### src/rtl/obstacle_scheduler.sv
// -----------------------------------------------------------------------------
// obstacle_scheduler
// Frame-rate game sequencer for the Dino VGA display. On every frame boundary
// it scrolls the cactus left, despawns it near the dino's side of the screen,
// waits a pseudo-random gap before respawning, ramps the scroll speed, counts
// score and runs the IDLE/RUN/HIT/OVER game state machine.
//
// Ports:
//   clk         in   system clock
//   reset       in   asynchronous, active-high
//   frame_tick  in   end-of-frame level (may stay high several clocks)
//   start       in   debounced start/restart button level
//   collide     in   renderer flag: dino and cactus pixels overlap right now
//   cacti_x     out  cactus left edge
//   cacti_valid out  cactus present (renderer draws only when set)
//   speed       out  scroll speed, pixels/frame
//   score       out  frames survived, saturating
//   state       out  0 IDLE, 1 RUN, 2 HIT, 3 OVER
//   game_over   out  high exactly while in OVER
// -----------------------------------------------------------------------------
module obstacle_scheduler #(
    parameter int unsigned SPAWN_X        = 550,
    parameter int unsigned DESPAWN_X      = 80,
    parameter int unsigned START_SPEED    = 1,
    parameter int unsigned MAX_SPEED      = 8,
    parameter int unsigned SPEEDUP_FRAMES = 600,
    parameter int unsigned HIT_FRAMES     = 30,
    parameter logic [7:0]  LFSR_SEED      = 8'hA5
) (
    input  logic        clk,
    input  logic        reset,
    input  logic        frame_tick,
    input  logic        start,
    input  logic        collide,
    output logic [9:0]  cacti_x,
    output logic        cacti_valid,
    output logic [3:0]  speed,
    output logic [15:0] score,
    output logic [1:0]  state,
    output logic        game_over
);

    localparam int FRAME_W = $clog2(SPEEDUP_FRAMES);
    localparam int HIT_W   = $clog2(HIT_FRAMES + 1);

    typedef enum logic [1:0] {
        S_IDLE = 2'd0,
        S_RUN  = 2'd1,
        S_HIT  = 2'd2,
        S_OVER = 2'd3
    } state_t;

    state_t               state_q, state_d;
    logic [9:0]           cacti_x_q, cacti_x_d;
    logic                 cacti_valid_q, cacti_valid_d;
    logic [3:0]           speed_q, speed_d;
    logic [15:0]          score_q, score_d;
    logic [7:0]           lfsr_q, lfsr_d;
    logic [6:0]           gap_q, gap_d;
    logic [FRAME_W-1:0]   frame_cnt_q, frame_cnt_d;
    logic [HIT_W-1:0]     hit_cnt_q, hit_cnt_d;
    logic                 hit_latch_q, hit_latch_d;
    logic                 frame_tick_q, frame_tick_d;
    logic                 start_q, start_d;

    logic                 fb;
    logic                 se;
    logic                 hit_now;
    logic [7:0]           lfsr_step;
    logic [10:0]          despawn_lim;

    // One-clock event pulses on the rising edge of the input levels.
    assign fb = frame_tick & ~frame_tick_q;
    assign se = start & ~start_q;

    // A collision only counts while a cactus is actually being drawn.
    assign hit_now = collide & cacti_valid_q & (state_q == S_RUN);

    // 8-bit Fibonacci LFSR, taps 8,6,5,4.
    assign lfsr_step = {lfsr_q[6:0], lfsr_q[7] ^ lfsr_q[5] ^ lfsr_q[4] ^ lfsr_q[3]};

    // Widened so DESPAWN_X + speed cannot wrap.
    assign despawn_lim = 11'(DESPAWN_X) + 11'(speed_q);

    always_comb begin
        state_d       = state_q;
        cacti_x_d     = cacti_x_q;
        cacti_valid_d = cacti_valid_q;
        speed_d       = speed_q;
        score_d       = score_q;
        lfsr_d        = lfsr_q;
        gap_d         = gap_q;
        frame_cnt_d   = frame_cnt_q;
        hit_cnt_d     = hit_cnt_q;
        frame_tick_d  = frame_tick;
        start_d       = start;

        // Latch collisions between frame boundaries; a boundary consumes it.
        hit_latch_d = hit_latch_q | hit_now;
        if (fb || se) begin
            hit_latch_d = 1'b0;
        end

        case (state_q)
            S_IDLE, S_OVER: begin
                // Start wins over a coincident frame boundary.
                if (se) begin
                    state_d       = S_RUN;
                    cacti_x_d     = 10'(SPAWN_X);
                    cacti_valid_d = 1'b1;
                    speed_d       = 4'(START_SPEED);
                    score_d       = 16'd0;
                    frame_cnt_d   = '0;
                end
            end
            S_RUN: begin
                if (fb) begin
                    // Include a collide arriving on the boundary clock itself.
                    if (hit_latch_q || hit_now) begin
                        state_d   = S_HIT;
                        hit_cnt_d = '0;
                    end else begin
                        if (score_q != 16'hFFFF) begin
                            score_d = score_q + 16'd1;
                        end
                        if (frame_cnt_q == FRAME_W'(SPEEDUP_FRAMES - 1)) begin
                            frame_cnt_d = '0;
                            if (speed_q < 4'(MAX_SPEED)) begin
                                speed_d = speed_q + 4'd1;
                            end
                        end else begin
                            frame_cnt_d = frame_cnt_q + 1'b1;
                        end
                        lfsr_d = lfsr_step;
                        // Movement uses the speed from before this frame's ramp.
                        if (cacti_valid_q && ({1'b0, cacti_x_q} < despawn_lim)) begin
                            cacti_valid_d = 1'b0;
                            gap_d         = 7'd16 + 7'(lfsr_step[5:0]);
                        end else if (cacti_valid_q) begin
                            cacti_x_d = cacti_x_q - 10'(speed_q);
                        end else if (gap_q == 7'd0) begin
                            cacti_x_d     = 10'(SPAWN_X);
                            cacti_valid_d = 1'b1;
                        end else begin
                            gap_d = gap_q - 7'd1;
                        end
                    end
                end
            end
            S_HIT: begin
                if (fb) begin
                    if (hit_cnt_q == HIT_W'(HIT_FRAMES - 1)) begin
                        state_d = S_OVER;
                    end else begin
                        hit_cnt_d = hit_cnt_q + 1'b1;
                    end
                end
            end
            default: state_d = S_IDLE;
        endcase
    end

    always_ff @(posedge clk or posedge reset) begin
        if (reset) begin
            state_q       <= S_IDLE;
            cacti_x_q     <= 10'(SPAWN_X);
            cacti_valid_q <= 1'b0;
            speed_q       <= 4'(START_SPEED);
            score_q       <= 16'd0;
            lfsr_q        <= LFSR_SEED;
            gap_q         <= 7'd0;
            frame_cnt_q   <= '0;
            hit_cnt_q     <= '0;
            hit_latch_q   <= 1'b0;
            frame_tick_q  <= 1'b0;
            start_q       <= 1'b0;
        end else begin
            state_q       <= state_d;
            cacti_x_q     <= cacti_x_d;
            cacti_valid_q <= cacti_valid_d;
            speed_q       <= speed_d;
            score_q       <= score_d;
            lfsr_q        <= lfsr_d;
            gap_q         <= gap_d;
            frame_cnt_q   <= frame_cnt_d;
            hit_cnt_q     <= hit_cnt_d;
            hit_latch_q   <= hit_latch_d;
            frame_tick_q  <= frame_tick_d;
            start_q       <= start_d;
        end
    end

    assign cacti_x     = cacti_x_q;
    assign cacti_valid = cacti_valid_q;
    assign speed       = speed_q;
    assign score       = score_q;
    assign state       = state_q;
    assign game_over   = (state_q == S_OVER);

endmodule

### config.mk
export PLATFORM = sky130hd
export DESIGN_NAME = obstacle_scheduler
export DESIGN_NICKNAME = d
export VERILOG_FILES = /design/src/rtl/obstacle_scheduler.sv
export SDC_FILE = /design/constraint.sdc
export NUM_CORES = 1
export LEC_CHECK = 0
export ABC_CLOCK_PERIOD_IN_PS = 7150
export BUFFER_PORTS_ARGS = -buffer_cell sky130_fd_sc_hd__buf_4
export CAP_MARGIN = 10
export CORE_MARGIN = 3
export CORE_UTILIZATION = 50
export CTS_CLUSTER_SIZE = 8
export DETAILED_ROUTE_END_ITERATION = 10
export PLACE_DENSITY = 0.69
export SLEW_MARGIN = 25
export SYNTH_ARGS = -nofsm -noshare
export SYNTH_HDL_FRONTEND = slang
export SYNTH_SLANG_ARGS = --single-unit
### constraint.sdc
create_clock -name clk -period 7.15 [get_ports clk]
set_input_delay 0.3575 -clock clk [delete_from_list [all_inputs] [get_ports clk]]
set_output_delay 0.3575 -clock clk [all_outputs]
set_load 0.01 [all_outputs]
== After elaboration in Yosys (flattened, before gate mapping) ==
Cells that the tools add are included.

* Bits in registers: 66
* Input port bits: 5
* Output and inout bits: 34
* Logic and storage cells: 114

* Add/sub/neg operators: 8
* $lt $le $gt $ge: 2
* Equal/unequal tests: 20
* Multiplexer cells: 45
* Bitwise operators: 11
* Reductions and logical operators: 16

{| class="wikitable"
|+ Operator list
! kind !! count
|-
| two-way mux 10 bit || 10
|-
| two-way mux 16 bit || 4
|-
| one-hot mux 10 bit (2 select lines) || 2
|-
| one-hot mux 16 bit (2 select lines) || 1
|-
| two-way mux 7 bit || 3
|-
| two-way mux 4 bit || 5
|-
| two-way mux 5 bit || 4
|-
| AND reduction 5 bit || 4
|-
| adder 16 x 1 -> 16 bit (second input constant) || 1
|-
| inequality test 16 bit (second input constant) || 1
|-
| inequality test 2 bit (second input constant) || 8
|-
| AND reduction 6 bit || 2
|-
| adder 10 x 1 -> 10 bit (second input constant) || 1
|-
| equality test 10 bit (second input constant) || 1
|-
| < comparator 10 x 8 -> 1 bit || 1
|-
| two-way mux 2 bit || 5
|-
| inequality test 2 x 1 -> 1 bit (second input constant) || 5
|-
| one-hot mux 5 bit (2 select lines) || 1
|-
| subtractor 10 x 4 -> 10 bit || 1
|-
| adder 7 x 4 -> 8 bit (first input constant) || 1
|-
| one-hot mux 4 bit (2 select lines) || 1
|-
| adder 5 x 6 -> 7 bit (first input constant) || 1
|-
| zero test 7 bit || 1
|-
| two-way mux 1 bit || 7
|-
| 21 further kinds || 31
|}

== Longest topological paths before layout ==
Gate-level depths: netlist of run 1.

* Depth after elaboration: 7
* Mapped depth: 11
* Gate-level depth less buffers: 10

== Worst setup path before layout of run 1 ==
No wires, ideal clock.

* Path type: register to register
* Start: reg speed_q[0], in the netlist speed[0]
* End: reg cacti_x_q[6], in the netlist cacti_x[6]
* Library setup time: 0.126 ns
* Arrival: 2.384 ns
* Data required time: 7.024 ns
* Setup slack: 4.640 ns
* Cell stages (with the launch flop): 10
* Path buffers: 1
* Period minus slack after synthesis: 2.510 ns
* Cells stage by stage: dfstp_2 > ha_1 > inv_1 > fa_1 > a211oi_1 > nor2_1 > or2_2 > and3_1 > buf_2 > a221o_1

* Cells in the longest elaborated chain, start to end: 6
* Elaborated cells between the ends (all ways): 11
* Those cells by class: add/sub (2); order compare (1); eq/ne (1); mux (5); reduce/logical (2)

{| class="wikitable"
|+ RTL lines
! element !! line !! source
|-
| start: declaration || 56 || <nowiki>logic [3:0] speed_q, speed_d;</nowiki>
|-
| start signal: assignment || 168 || <nowiki>speed_q <= 4'(START_SPEED);</nowiki>
|-
| start signal: assignment || 181 || <nowiki>speed_q <= speed_d;</nowiki>
|-
| branches (longest 6 deep; another with < comparator 10 x 8 -> 1 bit) || -- ||
|-
| end signal: assignment || 166 || <nowiki>cacti_x_q <= 10'(SPAWN_X);</nowiki>
|-
| end signal: assignment || 179 || <nowiki>cacti_x_q <= cacti_x_d;</nowiki>
|-
| end: declaration || 54 || <nowiki>logic [9:0] cacti_x_q, cacti_x_d;</nowiki>
|}

Several ways; the timed one is not identified. The select of a mux whose other input is x is not followed.
A chain may end at the register's enable or synchronous reset.

== Worst setup path in the final report of run 1 ==
Same ends and word-level chain as after synthesis.

==> flow_summary.yaml, run 1 <==
timing:
  hold_viol: 0
  post-route-period-util: 0.374
  min_period_ns: 2.68
  final_max_slew_viol_count: 0
  layout_setup_ws_ns: 4.47
  fin_setup_tns_ns: 0
  relSlewSlack: 0.456
  max_freq_mhz: 374
  hold_ws_ns: 0.133
  worstMarginPinSlew_ns: 0.813
  rsz0062_at_grt: "no"
  skew_ns: 0.0112
  setup_viol: 0
synthesis:
  syn_inst: 395
  yosys_warnings: 0
  synthArstFlopShare: 1.00
  synth_area_leaders: "dfrtp_1 38%, dfstp_2 6.3%, ha_1 5.3%, o21ai_0 4.7%, nand2_1 3.6%"
  synth_top_area_frac: 0.379
  ys_seq_elements: 66
  syn_avg_cell_area_um2: 9.52
  syn-cell-area_mm2: 0.00376
  synth_edf_count: 0
  ys.flop_type: "dfrtp_1"
  syn_nets: 417
  synth_seq_area_share: 0.442
  synth.largest_area_cell: "dfrtp_1"
  synth.distinct_cells: 60
clock_tree:
  cts_resized: 0
  cts_root_buf: "clkbuf_8"
  clock_sinks: 66
  hold_buffers: 0
  cts_made_buffers: 9
  htree_levels: 3
  clkLatencyLatePin_ns: 0.35
  post_cts_buffers: 0
  cts_tree: "done"
  clk_path_buf_depth: 2
  clkSlewWorstSetupHoldPaths_ns: 0.07
grt:
  grt.overflow.total: 0
  use_met2: 0.301
  busiest_layer: "met2"
  grt_max_degree: 67
  grt_use_met1: 0.242
  antenna_found_initial: 0
  grt_pass1_wl_mm: 12.8
  grt_pass1_vias: 2755
  grtUsageMet3: 0.0333
  grtUsageTotal: 0.185
hold_path:
  worstHoldPathType: "input port to register"
  hold_depth: 1
  holdPathEnd: "start_q$_DFF_PP0_"
  min_from: "start"
worst_setup_path:
  crit_start: "speed[0]$_DFFE_PP1P_"
  critPathMaxFanout: 14
  timing.rr.end: "cacti_x[6]$_DFFE_PP0P_"
  startpoint_type: "register"
  critical_path_class: "register to register"
  endpoint_kind: "register"
  ff2ff_path_depth: 8
  crit_required_ns: 7.38
  r2r_start: "speed[0]$_DFFE_PP1P_"
  cp.arrival_ns: 2.91
  r2r_slack_ns: 4.47
floorplanning:
  dieHeight_um: 92.7
  die_area_mm2: 0.00860
  die_w_um: 92.7
  ioPinCount: 39
  start_util: 0.533
  coreArea_mm2: 0.00706
  num_rows: 30
pwr:
  p_leak_nw: 1.95
  p_per_area_mw_per_mm2: 367
  vdd.ir_drop.worst_mv: 0.202
placed_design:
  place_area_mm2: 0.00412
  pre_cts_slack_ns: 4.48
  hpwl_mm: 5.42
  portBuffers: 38
  place.gp.congestion: 0.820
job:
  cap_violations: 0
detailed_routing:
  num_vias: 2959
  drcViolationCount: 0
  ant_nets: 0
  drtIter0Drc: 126
  via_per_inst: 5.52
  routedWlPerCell_um: 14.2
  totalWireLength_mm: 7.59
  firstDrtPassIters: 5
finish:
  area_growth_pct: 14.0
  num_antenna_cells: 0
  drive_gt1_frac: 0.200
  fillers: 622
  fin_area_mm2: 0.00429
  fin_nets: 457
run_status:
  status: "finished clean"
==> stage by stage <==
stage                     total power, W  cells   util
after floorplan                  0.00112    395      -
final                            0.00157    536  0.608
after global placement           0.00128    520  0.583
after CTS                        0.00158    536  0.608
after global routing             0.00171    536  0.608
after detailed placement         0.00130    520  0.583
==> metal layers <==
layer	share of wire	wire length, µm	up-vias
met5	0	0	-
met4	0.012	88	0
met3	0.040	300	11
met2	0.48	3620	49
met1	0.47	3580	1401
li1	-	-	1498
==> critical path, cell delays in order, from the launching register on <==
cell and delay, ns:
dfstp_2 0.59, ha_1 0.18, inv_1 0.05, fa_1 0.41
a211oi_1 0.23, nor2_1 0.11, or2_2 0.40, and3_1 0.29
a221o_1 0.31
==> state kept, by name (all words and copies together), names as in the netlist <==
register,cells
cacti_valid,1
hit_latch_q,1
lfsr_q,8
cacti_x,10
frame_cnt_q,10
gap_q,7
hit_cnt_q,5
start_q,1
state,2
speed,4
score,16
frame_tick_q,1
==> cell usage after synthesis (5+ instances only) <==
cell type	number
nor2_1	33
nand2_1	36
a22o_1	5
dfrtp_1	57
nand3_1	18
ha_1	16
xnor2_1	12
dfstp_2	9
mux2_2	8
xor2_1	5
nor3_1	10
inv_1	19
nand2b_1	10
nor2b_1	5
o21ai_0	35
nand4_1	9
and3_1	7
buf_2	6
a21oi_1	21
==> cells in the final DEF, fill, tap and decap left out, types with 3 or more instances in the layout <==
cell       n
and2_1     4
nor3_1    10
clkinv_2   3
nor4_1     4
nand2_1   36
mux2_2     8
nand3_1   18
mux2i_1    3
o22ai_1    4
nor2_1    33
nand2b_1  10
a21o_1     4
clkbuf_8  10
dfrtp_1   57
and3_1     7
a22o_1     5
inv_1     18
a21oi_1   21
o31ai_1    4
o21a_1     3
dfstp_2    9
o21ai_0   35
a31oi_1    3
xor2_1     5
ha_1      16
and4_1     3
nor2b_1    5
xnor2_1   12
nand4_1    9
buf_4     41
==> worst max-delay path by stage <==
stage               slack, ns  cells past startpoint                     end
global route             4.32                      8  cacti_x[6]$_DFFE_PP0P_
global placement         4.53                      8  cacti_x[6]$_DFFE_PP0P_
detailed placement       4.48                      8  cacti_x[6]$_DFFE_PP0P_
finish                   4.47                      8  cacti_x[6]$_DFFE_PP0P_
CTS                      4.48                      8  cacti_x[6]$_DFFE_PP0P_
floorplan                4.64                      9  cacti_x[6]$_DFFE_PP0P_
==> where the power goes <==
part	internal [W]	switching, W
Sequential	0.000470	0.0000999
Combinational	0.000291	0.000433
Clock	0.000133	0.000145
Total	0.000894	0.000677
==> logic make-up after synthesis <==
kind of cell,count (synthesis),synth area share
AOI/OAI and AO/OA,95,0.164
and+or+nand+nor,158,0.226
muxes,11,0.0319
buffers and inverters,31,0.0383
DFF,66,0.442
adders and majority gates,17,0.0585
xor gates and xnor gates,17,0.0396
==> area by class of cell <==
type	instances	area, µm²	share of cell area
Clock buffer	11	141	0.0330
Timing Repair Buffer	41	308	0.0718
Clock inverter	5	30.0	0.00700
Sequential cell	66	1660	0.388
Inverter	19	71.3	0.0166
Tap cell	96	120	0.0280
Multi-Input combinational cell	298	1950	0.456
Note: power is estimated with default switching activity, not from simulation.
==> run 2, diff against run 1 <==
--- a/config.mk
+++ b/config.mk
@@ -5,7 +5,7 @@
 export SDC_FILE = /design/constraint.sdc
 export NUM_CORES = 1
 export LEC_CHECK = 0
-export ABC_CLOCK_PERIOD_IN_PS = 7150
+export ABC_CLOCK_PERIOD_IN_PS = 2600
 export BUFFER_PORTS_ARGS = -buffer_cell sky130_fd_sc_hd__buf_4
 export CAP_MARGIN = 10
 export CORE_MARGIN = 3
==> constraint.sdc (replaced) <==
create_clock -name clk -period 2.6 [get_ports clk]
set_input_delay 0.13 -clock clk [delete_from_list [all_inputs] [get_ports clk]]
set_output_delay 0.13 -clock clk [all_outputs]
set_load 0.01 [all_outputs]
==> flow_summary.yaml, run 2 (same netlist as run 1, synthesis figures left out) <==
detailed_routing:
  firstDrtPassIters: 5
  drcViolationCount: 0
  num_vias: 2977
  routedWlPerCell_um: 14.3
  drtIter0Drc: 106
  via_per_inst: 5.42
  ant_nets: 0
  totalWireLength_mm: 7.83
timing:
  setup_viol: 0
  rsz0062_at_grt: "no"
  fin_setup_tns_ns: 0
  worstMarginPinSlew_ns: 0.723
  max_freq_mhz: 411
  layout_setup_ws_ns: 0.168
  min_period_ns: 2.43
  final_max_slew_viol_count: 0
  post-route-period-util: 0.935
  hold_viol: 0
  skew_ns: 0.00927
  hold_ws_ns: 0.0736
  relSlewSlack: 0.518
clock_tree:
  clock_sinks: 66
  hold_buffers: 3
  cts_resized: 0
  htree_levels: 3
  clkSlewWorstSetupHoldPaths_ns: 0.07
  cts_made_buffers: 9
  cts_root_buf: "clkbuf_8"
  cts_tree: "done"
  clkLatencyLatePin_ns: 0.33
  clk_path_buf_depth: 2
  post_cts_buffers: 0
worst_setup_path:
  cp.arrival_ns: 2.65
  crit_required_ns: 2.82
  startpoint_type: "register"
  endpoint_kind: "register"
  critPathMaxFanout: 7
  critical_path_class: "register to register"
  crit_start: "speed[0]$_DFFE_PP1P_"
  r2r_start: "speed[0]$_DFFE_PP1P_"
hold_path:
  worstHoldPathType: "input port to register"
  min_from: "collide"
placed_design:
  pre_cts_slack_ns: 0.178
  portBuffers: 38
  hpwl_mm: 5.79
  place.gp.congestion: 0.820
run_status:
  status: "finished clean"
finish:
  mostFrequentLayoutCells: "57 x dfrtp_1, 51 x buf_4, 36 x nand2_1"
  drive_gt1_frac: 0.216
  num_antenna_cells: 0
  mostFrequentLayoutCell: "dfrtp_1"
  area_growth_pct: 17.2
  largest_reg_flops: 16
  fin_nets: 470
grt:
  grt_max_degree: 34
  grt_pass1_wl_mm: 13.9
  antenna_found_initial: 0
  use_met2: 0.311
  grt.overflow.total: 0
  grt_pass1_vias: 3001
  grtUsageTotal: 0.199
  grt_use_met1: 0.276
  busiest_layer: "met2"
  grtUsageMet3: 0.0349
job:
  cap_violations: 0
floorplanning:
  start_util: 0.533
  die_area_mm2: 0.00860
  die_w_um: 92.7
  coreArea_mm2: 0.00706
  dieHeight_um: 92.7
  ioPinCount: 39
  num_rows: 30
pwr:
  power_w: 0.00450
  p_per_area_mw_per_mm2: 1020
  p_leak_nw: 2.02
  vdd.ir_drop.worst_mv: 0.644
## run 2: cell count changes in the layout (fill, tap and decap cells not counted), sizes merged
cell and change:
buf +10, bufinv +1, clkbuf -1, clkinv +1, clkinvlp -1, dlygate4sd3 +3
## run 2: through the flow
stage               instance area, µm²  instances   util
floorplan                         3760        395      -
global placement                  4190        530  0.594
detailed placement                4190        530  0.594
CTS                               4410        549  0.624
global route                      4410        549  0.624
finish                            4410        549  0.624
## run 2: final timing paths
check / to / slack, ns / cells past startpoint
setup / recovery: cacti_x[6]$_DFFE_PP0P_ / 0.17 / 8
hold / removal: hit_latch_q$_DFF_PP0_ / 0.07 / 3
setup reg to reg: cacti_x[6]$_DFFE_PP0P_ / 0.17 / 8
hold reg to reg: hit_latch_q$_DFF_PP0_ / 0.50 / 2
max in group asynchronous: lfsr_q[7]$_DFFE_PP1P_ / 1.35 / 4
min in group asynchronous: speed[1]$_DFFE_PP0P_ / 0.48 / 3
## run 2: cell type report
class / count / area, µm²
inverters: 19 / 71.3
clock buffers: 10 / 128
repair buffers: 54 / 413
multi-input cells: 298 / 1950
clock inverters: 6 / 57.6
well taps: 96 / 120
flip-flops and latches: 66 / 1660
fillers: 629 / 2650
## run 2: routing by layer
metal,up-vias,share of wire
met3,8,0.030
met1,1411,0.50
met4,0,0.011
met2,46,0.46
met5,-,0
li1,1512,-
## run 2: where the power goes
group / internal [W] / leakage (nW) / total (W) / switching (W)
clock: 0.000436 / 0.0958 / 0.000820 / 0.000384
sequential: 0.00129 / 0.859 / 0.00156 / 0.000264
combinational: 0.000902 / 1.07 / 0.00213 / 0.00123
## run 2: critical path, cell delays in order (launching register included)
cell and delay [ns]:
dfstp_2 0.53, ha_1 0.15, inv_1 0.05, fa_1 0.41, a211oi_1 0.22, nor2_1 0.11, or2_2 0.29, and3_1 0.26
a221o_1 0.31
==> run 3, diff against run 2 <==
--- a/config.mk
+++ b/config.mk
@@ -9,10 +9,10 @@
 export BUFFER_PORTS_ARGS = -buffer_cell sky130_fd_sc_hd__buf_4
 export CAP_MARGIN = 10
 export CORE_MARGIN = 3
-export CORE_UTILIZATION = 50
+export CORE_UTILIZATION = 55
 export CTS_CLUSTER_SIZE = 8
 export DETAILED_ROUTE_END_ITERATION = 10
-export PLACE_DENSITY = 0.69
+export PLACE_DENSITY = 0.75
 export SLEW_MARGIN = 25
 export SYNTH_ARGS = -nofsm -noshare
 export SYNTH_HDL_FRONTEND = slang
==> flow_summary.yaml, run 3 (same netlist as run 1, synthesis figures left out) <==
worst_setup_path:
  endpoint_kind: "register"
  crit_required_ns: 2.83
  path_cells: "ha_1 > inv_1 > fa_1 > a211oi_2 > nor2_1 > or2_2 > and3_1 > a221o_1"
  ff2ff_path_depth: 8
  cp_slowest_cell: "dfstp_2"
  critPathMaxFanout: 7
  critical_path_class: "register to register"
  startpoint_type: "register"
  cp.arrival_ns: 2.69
  slowest_delay_ns: 0.53
detailed_routing:
  wl_met3_um: 287
  firstDrtPassIters: 5
  via_per_inst: 5.74
  num_vias: 3020
  routedWlPerCell_um: 14.6
  ant_nets: 0
  drtIter0Drc: 151
  wl_met1_mm: 3.53
  totalWireLength_mm: 7.70
  top_layer: "met4"
  met2_length_mm: 3.77
  drcViolationCount: 0
pwr:
  power.net_switching_w: 0.00192
  vdd.ir_drop.worst_mv: 0.617
  p_comb_frac: 0.456
  p_leak_nw: 2.02
  p_per_area_mw_per_mm2: 1050
  seqPwrFrac: 0.335
  switching_share: 0.413
  intPower_w: 0.00273
  clkPwrFrac: 0.209
hold_path:
  worstHoldPathType: "input port to register"
  hold_depth: 3
clock_tree:
  clk_path_buf_depth: 2
  clock_sinks: 66
  htree_levels: 3
  cts_made_buffers: 9
  clkSlewWorstSetupHoldPaths_ns: 0.08
  cts_tree: "done"
  post_cts_buffers: 0
  cts_root_buf: "clkbuf_8"
  clkLatencyLatePin_ns: 0.34
timing:
  max_freq_mhz: 406
  relSlewSlack: 0.477
  fin_setup_tns_ns: 0
  worstMarginPinSlew_ns: 0.783
  final_max_slew_viol_count: 0
  setup_viol: 0
  rsz0062_at_grt: "no"
  hold_viol: 0
  skew_ns: 0.00960
  layout_setup_ws_ns: 0.137
  post-route-period-util: 0.947
  min_period_ns: 2.46
floorplanning:
  die_w_um: 88.7
  die_area_mm2: 0.00787
  num_rows: 29
  ioPinCount: 39
  coreArea_mm2: 0.00649
  start_util: 0.579
  dieHeight_um: 88.7
job:
  cap_violations: 0
finish:
  largest_reg_flops: 16
  drive_gt1_frac: 0.214
  num_antenna_cells: 0
  final_util: 0.679
  multi_input_area_mm2: 0.00196
  fillers: 508
  area_growth_pct: 17.3
  seq_area_mm2: 0.00166
  mostFrequentLayoutCell: "dfrtp_1"
  mostFrequentLayoutCells: "57 x dfrtp_1, 46 x buf_4, 36 x nand2_1"
  fin_nets: 466
grt:
  antenna_found_initial: 0
  grt_max_degree: 38
  grt_pass1_vias: 3007
  grt.overflow.total: 0
  grt_pass1_wl_mm: 13.5
  grtUsageTotal: 0.217
placed_design:
  place.gp.congestion: 0.827
  pre_cts_slack_ns: 0.108
  portBuffers: 38
  hpwl_mm: 5.54
run_status:
  status: "finished clean"
==> run 3: changes by cell type in the layout (fill, tap and decap cells not counted) <==
cell | before | now
clkinv_4 | 0 | 3
inv_6 | 0 | 1
clkinv_2 | 4 | 0
bufinv_16 | 1 | 2
a211oi_2 | 0 | 1
buf_4 | 51 | 46
a211oi_1 | 1 | 0
buf_12 | 0 | 1
clkbuf_1 | 1 | 0
==> run 3: metal layers <==
layer | up-vias | track usage
met5 | - | 0
li1 | 1513 | -
met4 | 0 | 0.0755
met2 | 58 | 0.362
met3 | 10 | 0.0559
met1 | 1439 | 0.274
==> run 3: final cells by class <==
| cell class | count | share of cell area |
|---|---|---|
| well taps | 77 | 0.0218 |
| multi-input cells | 298 | 0.444 |
| clock buffers | 9 | 0.0281 |
| inverters | 19 | 0.0162 |
| repair buffers | 50 | 0.0896 |
| clock inverters | 7 | 0.0233 |
| flip-flops and latches | 66 | 0.377 |
==> run 3: path summary, 6_finish.rpt <==
kind,from,endpoint,slack (ns)
hold reg to reg,speed[3]$_DFFE_PP0P_,speed[0]$_DFFE_PP1P_,0.49
hold / removal,collide,hit_latch_q$_DFF_PP0_,0.05
max in group asynchronous,reset,score[8]$_DFFE_PP0P_,1.48
setup / recovery,speed[0]$_DFFE_PP1P_,cacti_x[6]$_DFFE_PP0P_,0.14
min in group asynchronous,reset,cacti_x[3]$_DFFE_PP0P_,0.50
setup reg to reg,speed[0]$_DFFE_PP1P_,cacti_x[6]$_DFFE_PP0P_,0.14
==> run 3: power groups by stage <==
stage | logic (W) | registers (W) | clock network (W)
3_5_place_dp | 0.00208 | 0.00157 | 0
4_1_cts | 0.00210 | 0.00156 | 0.000995
5_1_grt | 0.00239 | 0.00160 | 0.00104
2_1_floorplan | 0.00151 | 0.00156 | 0
6_report | 0.00212 | 0.00156 | 0.000973
3_3_place_gp | 0.00204 | 0.00156 | 0
==> run 3: repair_timing <==
item                                    in CTS  in global routing
endpoints found under the hold margin       29                  0
endpoints found under the setup margin       0                  2
hold buffers                                 3                  0
resized for setup                            0                  1
==> run 3: per-stage QoR <==
| step | total power (W) | std cells | hold slack [ns] | area (µm²) |
|---|---|---|---|---|
| after global placement | 0.00360 | 507 | 0.253 | 4150 |
| final | 0.00465 | 526 | 0.0521 | 4410 |
| after floorplan | 0.00308 | 395 | 0.161 | 3760 |
| after detailed placement | 0.00365 | 507 | 0.253 | 4150 |
| after global routing | 0.00503 | 526 | 0.0574 | 4410 |
| after CTS | 0.00466 | 526 | 0.0344 | 4410 |
==> run 3: worst max-delay path: cells and delay by family (launching register included) <==
| kind | cells | cell delay [ns] |
|---|---|---|
| fa+ha+maj | 2 | 0.59 |
| simple gates | 3 | 0.64 |
| buf+inv | 1 | 0.05 |
| compound gates | 2 | 0.53 |
| flops | 1 | 0.53 |
